==> src/rtl/bcd_seq_adder_pkg.sv <==
// bcd_seq_adder_pkg: shared FSM state encoding and BCD constants
package bcd_seq_adder_pkg;
  typedef enum logic [1:0] {IDLE, RUN, DONE} state_t;
  localparam logic [3:0] DIGIT_MAX = 4'd9;
  localparam logic [3:0] BCD_CORR = 4'd6;
endpackage

==> src/rtl/bcd_seq_adder_if.sv <==
// bcd_seq_adder_if: start/operand request and sum/status response bundle; master drives start,a,b,ci, slave drives busy,done,sum,co,err
interface bcd_seq_adder_if #(parameter int DIGITS = 4);
  logic start;
  logic [4*DIGITS-1:0] a;
  logic [4*DIGITS-1:0] b;
  logic ci;
  logic busy;
  logic done;
  logic [4*DIGITS-1:0] sum;
  logic co;
  logic err;
  modport master(output start, a, b, ci, input busy, done, sum, co, err);
  modport slave(input start, a, b, ci, output busy, done, sum, co, err);
endinterface

==> src/rtl/bcd_digit_add.sv <==
// bcd_digit_add: one-digit BCD adder (a, b, ci in; corrected digit s and carry co out)
module bcd_digit_add
  import bcd_seq_adder_pkg::*;
(
  input  logic [3:0] a,
  input  logic [3:0] b,
  input  logic       ci,
  output logic [3:0] s,
  output logic       co
);
  logic [4:0] t;
  always_comb begin
    t = {1'b0, a} + {1'b0, b} + {4'b0, ci};
    co = t > {1'b0, DIGIT_MAX};
    s = co ? t[3:0] + BCD_CORR : t[3:0];
  end
endmodule

==> src/rtl/bcd_seq_adder.sv <==
// bcd_seq_adder: digit-serial BCD adder (clk, rst, bus slave: start/a/b/ci in, busy/done/sum/co/err out)
module bcd_seq_adder
  import bcd_seq_adder_pkg::*;
#(
  parameter int DIGITS = 4
) (
  input logic clk,
  input logic rst,
  bcd_seq_adder_if.slave bus
);
  localparam int W = 4 * DIGITS;
  localparam int IW = DIGITS > 1 ? $clog2(DIGITS) : 1;
  state_t state_q, state_d;
  logic [W-1:0] a_q, a_d, b_q, b_d, sum_q, sum_d;
  logic [IW-1:0] idx_q, idx_d;
  logic carry_q, carry_d, co_q, co_d, err_q, err_d, busy_q, busy_d, done_q, done_d, bad;
  logic [3:0] dig_s;
  logic dig_c;
  bcd_digit_add u_add (
    .a (a_q[4*idx_q +: 4]),
    .b (b_q[4*idx_q +: 4]),
    .ci(carry_q),
    .s (dig_s),
    .co(dig_c)
  );
  always_comb begin
    bad = 1'b0;
    for (int i = 0; i < DIGITS; i++)
      bad = bad | (bus.a[4*i +: 4] > DIGIT_MAX) | (bus.b[4*i +: 4] > DIGIT_MAX);
    state_d = state_q;
    a_d = a_q;
    b_d = b_q;
    sum_d = sum_q;
    idx_d = idx_q;
    carry_d = carry_q;
    co_d = co_q;
    err_d = err_q;
    if (state_q == IDLE && bus.start) begin
      state_d = RUN;
      a_d = bus.a;
      b_d = bus.b;
      carry_d = bus.ci;
      idx_d = '0;
      sum_d = '0;
      err_d = bad;
    end else if (state_q == RUN) begin
      sum_d[4*idx_q +: 4] = dig_s;
      carry_d = dig_c;
      idx_d = idx_q + 1'b1;
      if (idx_q == IW'(DIGITS - 1)) begin
        state_d = DONE;
        co_d = dig_c;
      end
    end else if (state_q == DONE) begin
      state_d = IDLE;
    end
    busy_d = state_d == RUN;
    done_d = state_d == DONE;
  end
  always_ff @(posedge clk) begin
    if (rst) begin
      state_q <= IDLE;
      a_q <= '0;
      b_q <= '0;
      sum_q <= '0;
      idx_q <= '0;
      carry_q <= 1'b0;
      co_q <= 1'b0;
      err_q <= 1'b0;
      busy_q <= 1'b0;
      done_q <= 1'b0;
    end else begin
      state_q <= state_d;
      a_q <= a_d;
      b_q <= b_d;
      sum_q <= sum_d;
      idx_q <= idx_d;
      carry_q <= carry_d;
      co_q <= co_d;
      err_q <= err_d;
      busy_q <= busy_d;
      done_q <= done_d;
    end
  end
  assign bus.busy = busy_q;
  assign bus.done = done_q;
  assign bus.sum = sum_q;
  assign bus.co = co_q;
  assign bus.err = err_q;
endmodule

==> src/flat_wrapper.sv <==
// flat-port wrapper written by rule: the top's interface ports become plain ports
module bcd_seq_adder_flat import bcd_seq_adder_pkg::*;
#(
  parameter int DIGITS = 4
)
  (clk, rst, bus_start, bus_a, bus_b, bus_ci, bus_busy, bus_done, bus_sum, bus_co, bus_err);
  bcd_seq_adder_if #(.DIGITS(DIGITS)) bus_i ();
  input logic clk;
  input logic rst;
  input wire logic [$bits(bus_i.start)-1:0] bus_start;
  input wire logic [$bits(bus_i.a)-1:0] bus_a;
  input wire logic [$bits(bus_i.b)-1:0] bus_b;
  input wire logic [$bits(bus_i.ci)-1:0] bus_ci;
  output wire logic [$bits(bus_i.busy)-1:0] bus_busy;
  output wire logic [$bits(bus_i.done)-1:0] bus_done;
  output wire logic [$bits(bus_i.sum)-1:0] bus_sum;
  output wire logic [$bits(bus_i.co)-1:0] bus_co;
  output wire logic [$bits(bus_i.err)-1:0] bus_err;
  assign bus_i.start = bus_start;
  assign bus_i.a = bus_a;
  assign bus_i.b = bus_b;
  assign bus_i.ci = bus_ci;
  assign bus_busy = bus_i.busy;
  assign bus_done = bus_i.done;
  assign bus_sum = bus_i.sum;
  assign bus_co = bus_i.co;
  assign bus_err = bus_i.err;
  bcd_seq_adder #(.DIGITS(DIGITS)) u_core (.clk(clk), .rst(rst), .bus(bus_i));
endmodule
==> config.mk <==
export PLATFORM = sky130hd
export DESIGN_NAME = bcd_seq_adder_flat
export DESIGN_NICKNAME = d
export VERILOG_FILES = /design/src/rtl/bcd_seq_adder_pkg.sv /design/src/rtl/bcd_seq_adder_if.sv /design/src/rtl/bcd_digit_add.sv /design/src/rtl/bcd_seq_adder.sv /design/src/flat_wrapper.sv
export SDC_FILE = /design/constraint.sdc
export NUM_CORES = 1
export LEC_CHECK = 0
export ABC_AREA = 1
export BUFFER_PORTS_ARGS = -buffer_cell sky130_fd_sc_hd__clkbuf_2
export CAP_MARGIN = 20
export CORE_MARGIN = 2
export CORE_UTILIZATION = 55
export CTS_BUF_LIST = sky130_fd_sc_hd__clkbuf_16
export DETAILED_ROUTE_END_ITERATION = 8
export PLACE_DENSITY = 0.83
export SYNTH_ARGS = -nofsm -noshare
export SYNTH_HDL_FRONTEND = slang
export SYNTH_HIERARCHICAL = 1
export SYNTH_SLANG_ARGS = --single-unit
==> constraint.sdc <==
create_clock -name clk -period 7.8 [get_ports clk]
set_clock_uncertainty 0.05 [all_clocks]
set_input_delay 0.39 -clock clk [delete_from_list [all_inputs] [get_ports clk]]
set_output_delay 0.39 -clock clk [all_outputs]
set_load 0.005 [all_outputs]
# Word-level counts from Yosys, hierarchy flattened
# Index checks and enable logic that the tools add are counted.
[totals] ff_bits=57 input_bits=36 out_inout_bits=20 elab_cells=54
[op_classes] n_addsub=5 magnitude_cmp=9 eq_ne=5 n_shift=4 muxes=8 n_bitwise=8 n_reduce_logical=5
[op_table] operator="$neg A4 Y34" count=1
[op_table] operator="$shift A4 B34 Y16 const A" count=1
[op_table] operator="$shiftx A4 B34 Y16" count=1
[op_table] operator="$gt A4 B4 Y1 const B" count=8
[op_table] operator="$shiftx A16 B5 Y4" count=2
[op_table] operator="$bwmux W16" count=1
[op_table] operator="$mux W2" count=4
[op_table] operator="$or A1 B1 Y1" count=7
[op_table] operator="$eq A2 B2 Y1 const B" count=3
[op_table] operator="$add A4 B4 Y5" count=1
[op_table] operator="$add A5 B1 Y5" count=1
[op_table] operator="$gt A5 B4 Y1 const B" count=1
[op_table] operator="$add A4 B3 Y4 const B" count=1
[op_table] operator="$eq A2 B1 Y1 const B" count=2
[op_table] operator="$mux W4" count=1
[op_table] operator="$reduce_and A3 Y1" count=1
[op_table] operator="$add A2 B1 Y2 const B" count=1
[op_table] operator="$logic_not A2 Y1" count=1
[op_table] operator="$mux W1" count=2
[op_table] operator="$reduce_bool A2 Y1" count=1
[op_table] operator="$reduce_or A2 Y1" count=1
[op_table] operator="$logic_and A1 B1 Y1" count=1
[op_table] operator="$not A1 Y1" count=1

# Depth between registers and ports, before layout
# Gate-level depths: netlist (run 1).
[depth] ltp_word=8 depth_mapped=20 ltp_nobuf=18

# Cells and area by module
# Netlist (run 1), hierarchy kept.
[by_module_without_submodules] module="bcd_seq_adder" n_inst=1 cells_per_inst=337 area_each_um2=2556.2 seq_area_each_um2=1141.1
[by_module_without_submodules] module="bcd_digit_add" n_inst=1 cells_per_inst=45 area_each_um2=299.0 seq_area_each_um2=0.0

# Worst setup path after synthesis (run 1)
# No wires, ideal clock.
[synth_path] path_kind="flip-flop to flip-flop" startpoint="register u_core.idx_q[0]" endpoint="register u_core.sum_q[13], in the netlist u_core/bus.sum[13]" setup_ps=66 arrival_ps=3015 t_required_ps=7684 setup_slack_ps=4669 path_stages_with_launch=20 path_buffers=2 synth_period_minus_slack_ps=3131 cell_sequence="dfxtp_1 buf_2 inv_1 buf_2 o21ai_0 o22ai_1 fa_1 fa_1 nand2_1 nand2_2 ha_1 a21oi_4 nand2_4 nand2_4 nand2_1 nand2_1 nand2_1 nor2_1 nand2_1 a21oi_2"
[synth_via] elab_chain_cells=7 elab_cells_between_ends=11 classes_between="add/sub (4); order compare (1); shift (4); mux (2)"
[synth_rtl] item="start, declared" line_no="bcd_seq_adder.sv:15" rtl="logic [IW-1:0] idx_q, idx_d;"
[synth_rtl] item="start signal, assigned" line_no="bcd_seq_adder.sv:77" rtl="idx_q <= idx_d;"
[synth_rtl] item="$shiftx A16 B5 Y4, on equally long branches" line_no="bcd_seq_adder.sv:20, bcd_seq_adder.sv:21"
[synth_rtl] item="$add A4 B4 Y5 *" line_no="bcd_digit_add.sv:13" rtl="t = {1'b0, a} + {1'b0, b} + {4'b0, ci};"
[synth_rtl] item="$add A5 B1 Y5 *" line_no="bcd_digit_add.sv:13"
[synth_rtl] item="$gt A5 B4 Y1 *" line_no="bcd_digit_add.sv:14" rtl="co = t > {1'b0, DIGIT_MAX};"
[synth_rtl] item="net u_core.dig_c" line_no="bcd_seq_adder.sv:18" rtl="logic dig_c;"
[synth_rtl] item="$mux W4 *" line_no="bcd_digit_add.sv:15" rtl="s = co ? t[3:0] + BCD_CORR : t[3:0];"
[synth_rtl] item="net u_core.dig_s[1]" line_no="bcd_seq_adder.sv:17" rtl="logic [3:0] dig_s;"
[synth_rtl] item="$shiftx A4 B34 Y16 *" line_no="bcd_seq_adder.sv:47" rtl="sum_d[4*idx_q +: 4] = dig_s;"
[synth_rtl] item="$bwmux W16 *" line_no="bcd_seq_adder.sv:47"
[synth_rtl] item="end signal, assigned" line_no="bcd_seq_adder.sv:76" rtl="sum_q <= sum_d;"
[synth_rtl] item="end, declared" line_no="bcd_seq_adder.sv:14" rtl="logic [W-1:0] a_q, a_d, b_q, b_d, sum_q, sum_d;"
# The timed path passes the listed nets; every way through them passes the cells marked *.
# A chain may end at the register's enable or synchronous reset.

# Worst setup path in the final report (run 1)
# Same ends and word-level chain as after synthesis.

==> metrics.csv, run 1 <==
stage;metric;value;unit
hold_path;hold_sp;bus_b[0];
synth;Mapped Nets;430;
clock_tree;Hold Buf Count CTS;0;
clock_tree;clk_lat worst skew;0.33;ns
clock_tree;CTS root buffer;clkbuf_16;
grt;initial antenna violation count;0;
floorplan;Initial Utilization;56.6;%
synth;Yosys top cell by area;dfxtp_1;
synth;Syn Std Cell Area;2860;um^2
detailed_routing;router iterations before antenna repair;5;
floorplan;Core ar.;5040;um^2
run;Max-Cap Viols;0;
synth;Mean Syn Cell Area;7.47;um^2
clock_tree;cts repair resizes;0;
critical_path;endpoint of the worst setup timing path;u_core/bus.sum[13];
critical_path;R2R Setup Slk;3.78;ns
cells_and_area;layout cells sized above 1;22.8;%
synth;Synth cell types;29;
synth;Synth area leaders;dfxtp_1, nor2_1, o21ai_0;
cells_and_area;Area Growth Syn to Fin;17.7;%
floorplan;die area;5780;um^2
status;status;complete, no violations;
place;dpl cell area;3090;um^2
floorplan;Die Y;76.1;um
critical_path;crit path cell chain;inv_1 > o21ai_0 > o22ai_1 > fa_1 > fa_1 > nand2_1 > nand2_2 > ha_1 > a21oi_4 > nand2_4 > nand2_4 > nand2_1 > nand2_1 > nand2_1 > nor2_1 > nand2_1 > a21oi_2;
cells_and_area;most frequent cells in the layout;nor2_1, dfxtp_1, clkbuf_2;
critical_path;critical path's most frequent cell;nand2_1;
grt;vias in the first global route;2487;
timing;fmax;249;MHz
grt;first-pass GRT wire length;11100;um
detailed_routing;wire per inst;12.8;um
critical_path;Worst Setup SP;u_core/idx_q[0];
timing;count of pins over their slew limit;0;
power;Leak Pwr;1.52;nW
cells_and_area;number of diodes;0;
hold_path;worst min-delay path class;in2reg;
timing;period utilisation layout;51.6;%
timing;final setup vio count;0;
detailed_routing;Vias;2667;
critical_path;CP endpoint kind;flop;
clock_tree;clk sinks;57;
power;worst IR drop on VDD;162;uV
clock_tree;Worst-path clk slew;0.05;ns
place;pre-CTS setup slack;3.86;ns
clock_tree;CTS tree;built;
timing;Setup WS post-layout;3.78;ns
detailed_routing;WL final;6460;um
detailed_routing;# DRC;0;
clock_tree;Bufs on Longest Clock Path;2;
clock_tree;Setup Buffers After CTS;0;
place;GPL Wtd Cong;0.864;
timing;unrepaired setup endpoints after global routing;false;
critical_path;startpoint types;flop;
timing;min Tclk post-route;4.02;ns
cells_and_area;Final Cell Area;3360;um^2
critical_path;Crit Path Class;reg2reg;
detailed_routing;initial DRC count;192;
floorplan;die width;76.1;um
synth;Seq cells post-synth;57;
grt;Total Routing Usage GR;24.0;%
power;total power;0.853;mW
critical_path;critical path's slowest cell;dfxtp_1;
grt;GRT overflow;0;
timing;Rel. slew slack;51.9;%
grt;largest net degree at the start of global routing;41;
critical_path;Worst EP required;8.01;ns
critical_path;RR Startpoint;u_core/idx_q[0];
floorplan;Cell Rows;26;
critical_path;RR Endpoint;u_core/bus.sum[13];
cells_and_area;commonest non-fill, non-tap cell in the layout;nor2_1;
critical_path;WP data arrival;4.23;ns
clock_tree;TritonCTS buffer count;9;
detailed_routing;Routed Antenna Nets;0;
place;Detail Placement HPWL;4660;um
power;PD cells;254;nW/um^2
timing;Tightest Pin Transition;0.721;ns
critical_path;worst-path maximum fanout;25;
floorplan;IO Count;56;
timing;setup_tns;0;ns
critical_path;CP peak stage delay;0.72;ns
clock_tree;H-Tree Depth;3;
synth;top-area cell type share of the netlist area;40.0;%
synth;register area share after synthesis;40.0;%
detailed_routing;number of vias per cell;5.29;
synth;Mapped Cells;382;
synth;Ys Warns;6;
critical_path;FF-to-FF path depth;17;
timing;Fin. Hold Viols;0;
place;port bufs;55;
cells_and_area;# nets final;479;
cell type report:
class | instances | area [um^2]
fill | 426 | 1680
multi-input combinational | 278 | 1460
sequential | 57 | 1140
timing repair buffer | 55 | 275
clock buffer | 9 | 225
inverter | 30 | 120
tap | 70 | 87.6
clock inverter | 5 | 48.8
power breakdown:
group	total (mW)	switching, mW	internal (mW)
Combinational	0.168	0.107	0.0611
Clock	0.363	0.124	0.239
Sequential	0.322	0.0120	0.310
Total	0.853	0.243	0.610
layer usage:
metal	vias to the layer above	wire, um	global-route usage (%)	share of wire (%)
met5	-	0	0	0
met4	0	105	9.09	1.6
met3	13	384	7.35	5.9
met2	86	3080	39.9	48
met1	1215	2900	29.4	45
li1	1353	-	-	-
worst max-delay path: cells and delay by family (launching register included):
kind | cells | cell delay [ns]
compound gates | 4 | 0.67
fa+ha+maj | 3 | 1.15
buf+inv | 1 | 0.53
flops | 1 | 0.72
simple gates | 9 | 0.84
logic make-up (layout without fill, tap and decap cells):
family / Yosys count / after routing / synth area share (%)
buffers and inverters: 47 / 99 / 8.85
AOI/OAI and AO/OA: 101 / 101 / 19.8
adders and majority gates: 12 / 12 / 5.78
DFF: 57 / 57 / 40.0
and+or+nand+nor: 165 / 165 / 25.6
flip-flops by register name, indices dropped and copies added (netlist names):
register,count
u_core/a_q,16
u_core/b_q,16
u_core/bus.busy,1
u_core/bus.co,1
u_core/bus.done,1
u_core/bus.err,1
u_core/bus.sum,16
u_core/carry_q,1
u_core/idx_q,2
u_core/state_q,2
worst min-delay path by stage:
stage / slack (ns) / cells after the start / to
after floorplan: 0.40 / 2 / u_core/a_q[8]
after global placement: 0.40 / 2 / u_core/bus.co
after detailed placement: 0.41 / 2 / u_core/bus.co
after CTS: 0.25 / 3 / u_core/b_q[12]
after global routing: 0.26 / 3 / u_core/b_q[7]
final: 0.25 / 3 / u_core/b_q[0]
metrics by stage:
step / hold slack [ns] / utilization, % / std cells
3_5_place_dp: 0.405 / 61.2 / 490
4_1_cts: 0.253 / 66.6 / 504
3_3_place_gp: 0.403 / 61.2 / 490
5_1_grt: 0.260 / 66.6 / 504
2_1_floorplan: 0.398 / - / 382
6_report: 0.251 / 66.6 / 504
Yosys cell counts:
cell type / n
nor2_2: 6
buf_12: 2
fa_1: 2
nor2_4: 2
a31oi_1: 1
clkbuf_2: 1
nand2_1: 43
buf_2: 4
a22oi_1: 4
nor2_1: 87
ha_1: 10
nor2_8: 1
a21oi_2: 7
nand3_1: 17
nand2_2: 4
dfxtp_1: 57
a21oi_4: 1
buf_4: 2
nand2_4: 3
inv_8: 1
a21oi_1: 20
o22ai_1: 8
buf_6: 3
o21ai_1: 10
clkbuf_1: 5
nand3_2: 2
o21ai_0: 50
inv_1: 25
inv_2: 4
(Power assumes the default switching activity.)
==> run 2: changes to the inputs <==
==> constraint.sdc (replaced) <==
create_clock -name clk -period 3.9 [get_ports clk]
set_clock_uncertainty 0.05 [all_clocks]
set_input_delay 0.195 -clock clk [delete_from_list [all_inputs] [get_ports clk]]
set_output_delay 0.195 -clock clk [all_outputs]
set_load 0.005 [all_outputs]
==> metrics.csv, run 2 (synthesis results as in run 1) <==
stage;metric;value;unit;change
grt;initial antenna violation count;0;;unchanged
cells_and_area;# nets final;482;;+0.63%
critical_path;CP endpoint kind;flop;;
critical_path;crit path cell chain;inv_1 > o21ai_0 > o22ai_1 > fa_1 > fa_1 > nand2_1 > nand2_2 > ha_1 > a21oi_4 > nand2_4 > nand2_4 > nand2_1 > nand2_1 > nand2_1 > nor2_1 > nand2_1 > a21oi_2;;
critical_path;startpoint types;flop;;
floorplan;Initial Utilization;56.6;%;unchanged
timing;unrepaired setup endpoints after global routing;false;;
detailed_routing;number of vias per cell;5.35;;+1.1%
power;worst IR drop on VDD;292;uV;+81%
detailed_routing;# DRC;0;;unchanged
critical_path;RR Endpoint;u_core/bus.sum[14];;
clock_tree;clk sinks;57;;unchanged
cells_and_area;number of diodes;0;;unchanged
clock_tree;TritonCTS buffer count;9;;unchanged
timing;Rel. slew slack;70.9;%;+19 points
cells_and_area;commonest non-fill, non-tap cell in the layout;nor2_1;;
power;Leak Pwr;1.54;nW;+1.4%
clock_tree;clk_lat worst skew;0.32;ns;about the same
detailed_routing;wire per inst;13.2;um;+3.2%
place;Detail Placement HPWL;4770;um;+2.4%
timing;final setup vio count;0;;unchanged
hold_path;Hold EP;u_core/b_q[14];;
timing;period utilisation layout;92.0;%;+40 points
critical_path;Largest delay share family, worst path;adder cells;;
critical_path;RR Startpoint;u_core/idx_q[1];;
clock_tree;cts repair resizes;0;;unchanged
critical_path;Worst EP required;4.11;ns;-3.90 ns
critical_path;critical path's most frequent cell;nand2_1;;
cells_and_area;Area Growth Syn to Fin;18.6;%;
detailed_routing;Vias;2722;;+2.1%
detailed_routing;Routed Antenna Nets;0;;unchanged
timing;setup_tns;0;ns;unchanged
clock_tree;Hold Buf Count CTS;0;;unchanged
place;port bufs;55;;unchanged
clock_tree;H-Tree Depth;3;;unchanged
timing;Fin Hold WS;0.0700;ns;-0.181 ns
hold_path;hold_sp;bus_b[14];;
power;PD cells;508;nW/um^2;+100%
hold_path;worst min-delay path class;in2reg;;
critical_path;Crit Path Class;reg2reg;;
clock_tree;Bufs on Longest Clock Path;2;;unchanged
floorplan;die width;76.1;um;unchanged
clock_tree;Worst-path clk slew;0.05;ns;about the same
grt;vias in the first global route;2537;;+2.0%
clock_tree;Setup Buffers After CTS;0;;unchanged
clock_tree;CTS tree;built;;
timing;fmax;279;MHz;+12%
critical_path;worst-path maximum fanout;13;;-48%
critical_path;buffers plus inverters on the worst setup path;1;;unchanged
power;total power;1.72;mW;+100%
critical_path;R2R Setup Slk;0.31;ns;-3.47 ns
critical_path;FF-to-FF path depth;17;;unchanged
critical_path;cell count along the critical path;17;;unchanged
floorplan;die area;5780;um^2;unchanged
status;status;complete, no violations;;
cells_and_area;layout cells sized above 1;22.8;%;-0.032 points
grt;Total Routing Usage GR;24.5;%;+0.49 points
floorplan;Core ar.;5040;um^2;unchanged
timing;min Tclk post-route;3.59;ns;-0.434 ns
cells_and_area;most frequent cells in the layout;nor2_1, dfxtp_1, clkbuf_2;;
run;Max-Cap Viols;0;;unchanged
cells_and_area;final cell count without fillers;509;;+0.99%
detailed_routing;WL final;6740;um;+4.3%
hold_path;Min-Delay Path Depth;3;;unchanged
grt;largest net degree at the start of global routing;41;;unchanged
place;Placed Instances;493;;+0.61%
detailed_routing;initial DRC count;269;;+40%
floorplan;Die Y;76.1;um;unchanged
critical_path;WP data arrival;3.80;ns;-0.43 ns
clock_tree;CTS root buffer;clkbuf_16;;
timing;Tightest Pin Transition;0.435;ns;-0.286 ns
grt;GRT overflow;0;;unchanged
floorplan;Cell Rows;26;;unchanged
detailed_routing;router iterations before antenna repair;5;;unchanged
timing;Fin. Hold Viols;0;;unchanged
timing;count of pins over their slew limit;0;;unchanged
critical_path;CP peak stage delay;0.56;ns;-0.16 ns
place;GPL Wtd Cong;0.954;;+10%
place;pre-CTS setup slack;0.461;ns;-3.40 ns
grt;first-pass GRT wire length;11400;um;+2.6%
critical_path;critical path's slowest cell;dfxtp_1;;
floorplan;IO Count;56;;unchanged
timing;Setup WS post-layout;0.312;ns;-3.47 ns
run 2: changes by cell type in the layout (fill, tap and decap cells not counted), sizes merged:
| cell | delta |
|---|---|
| buf | +3 |
| inv | +2 |
run 2: cell type report:
class | count | area, um^2
repair buffers | 58 | 298
fillers | 413 | 1660
clock buffers | 9 | 225
inverters | 30 | 120
flip-flops and latches | 57 | 1140
multi-input cells | 278 | 1460
well taps | 70 | 87.6
clock inverters | 7 | 53.8
run 2: worst max path at each step:
| stage | start | end | slack [ns] |
|---|---|---|---|
| 5_1_grt | u_core/idx_q[1] | u_core/bus.sum[13] | 0.01 |
| 2_1_floorplan | u_core/idx_q[0] | u_core/bus.sum[13] | 0.77 |
| 3_3_place_gp | u_core/idx_q[1] | u_core/bus.sum[13] | 0.60 |
| 4_1_cts | u_core/idx_q[1] | u_core/bus.sum[14] | 0.38 |
| 6_report | u_core/idx_q[1] | u_core/bus.sum[14] | 0.31 |
| 3_5_place_dp | u_core/idx_q[1] | u_core/bus.sum[13] | 0.46 |
run 2: metrics by stage:
| step | cell area (um^2) | utilization (%) |
|---|---|---|
| after floorplan | 2860 | - |
| after global placement | 3110 | 61.6 |
| after detailed placement | 3110 | 61.6 |
| after CTS | 3390 | 67.2 |
| after global routing | 3390 | 67.2 |
| final | 3390 | 67.2 |
run 2: power by group:
group	switching [mW]	internal, mW	leakage, nW	total (mW)
combinational	0.226	0.127	0.925	0.353
sequential	0.0207	0.619	0.468	0.640
clock	0.249	0.480	0.144	0.728
total	0.496	1.23	1.54	1.72
run 2: layer usage:
metal	vias to the layer above	routed length, um	GRT usage [%]
met5	-	0	0
met4	0	149	11.1
met3	19	461	6.40
met2	133	3170	38.8
met1	1210	2960	31.5
li1	1360	-	-
run 2: worst register-to-register path: stages, from the launching register on:
cell and delay (ns):
dfxtp_1 0.56, inv_1 0.28, o21ai_0 0.17, o22ai_1 0.13, fa_1 0.49, fa_1 0.41, nand2_1 0.13, nand2_2 0.11
ha_1 0.29, a21oi_4 0.17, nand2_4 0.09, nand2_4 0.08, nand2_1 0.05, nand2_1 0.07, nand2_1 0.07, nor2_1 0.16
nand2_1 0.10, a21oi_2 0.13
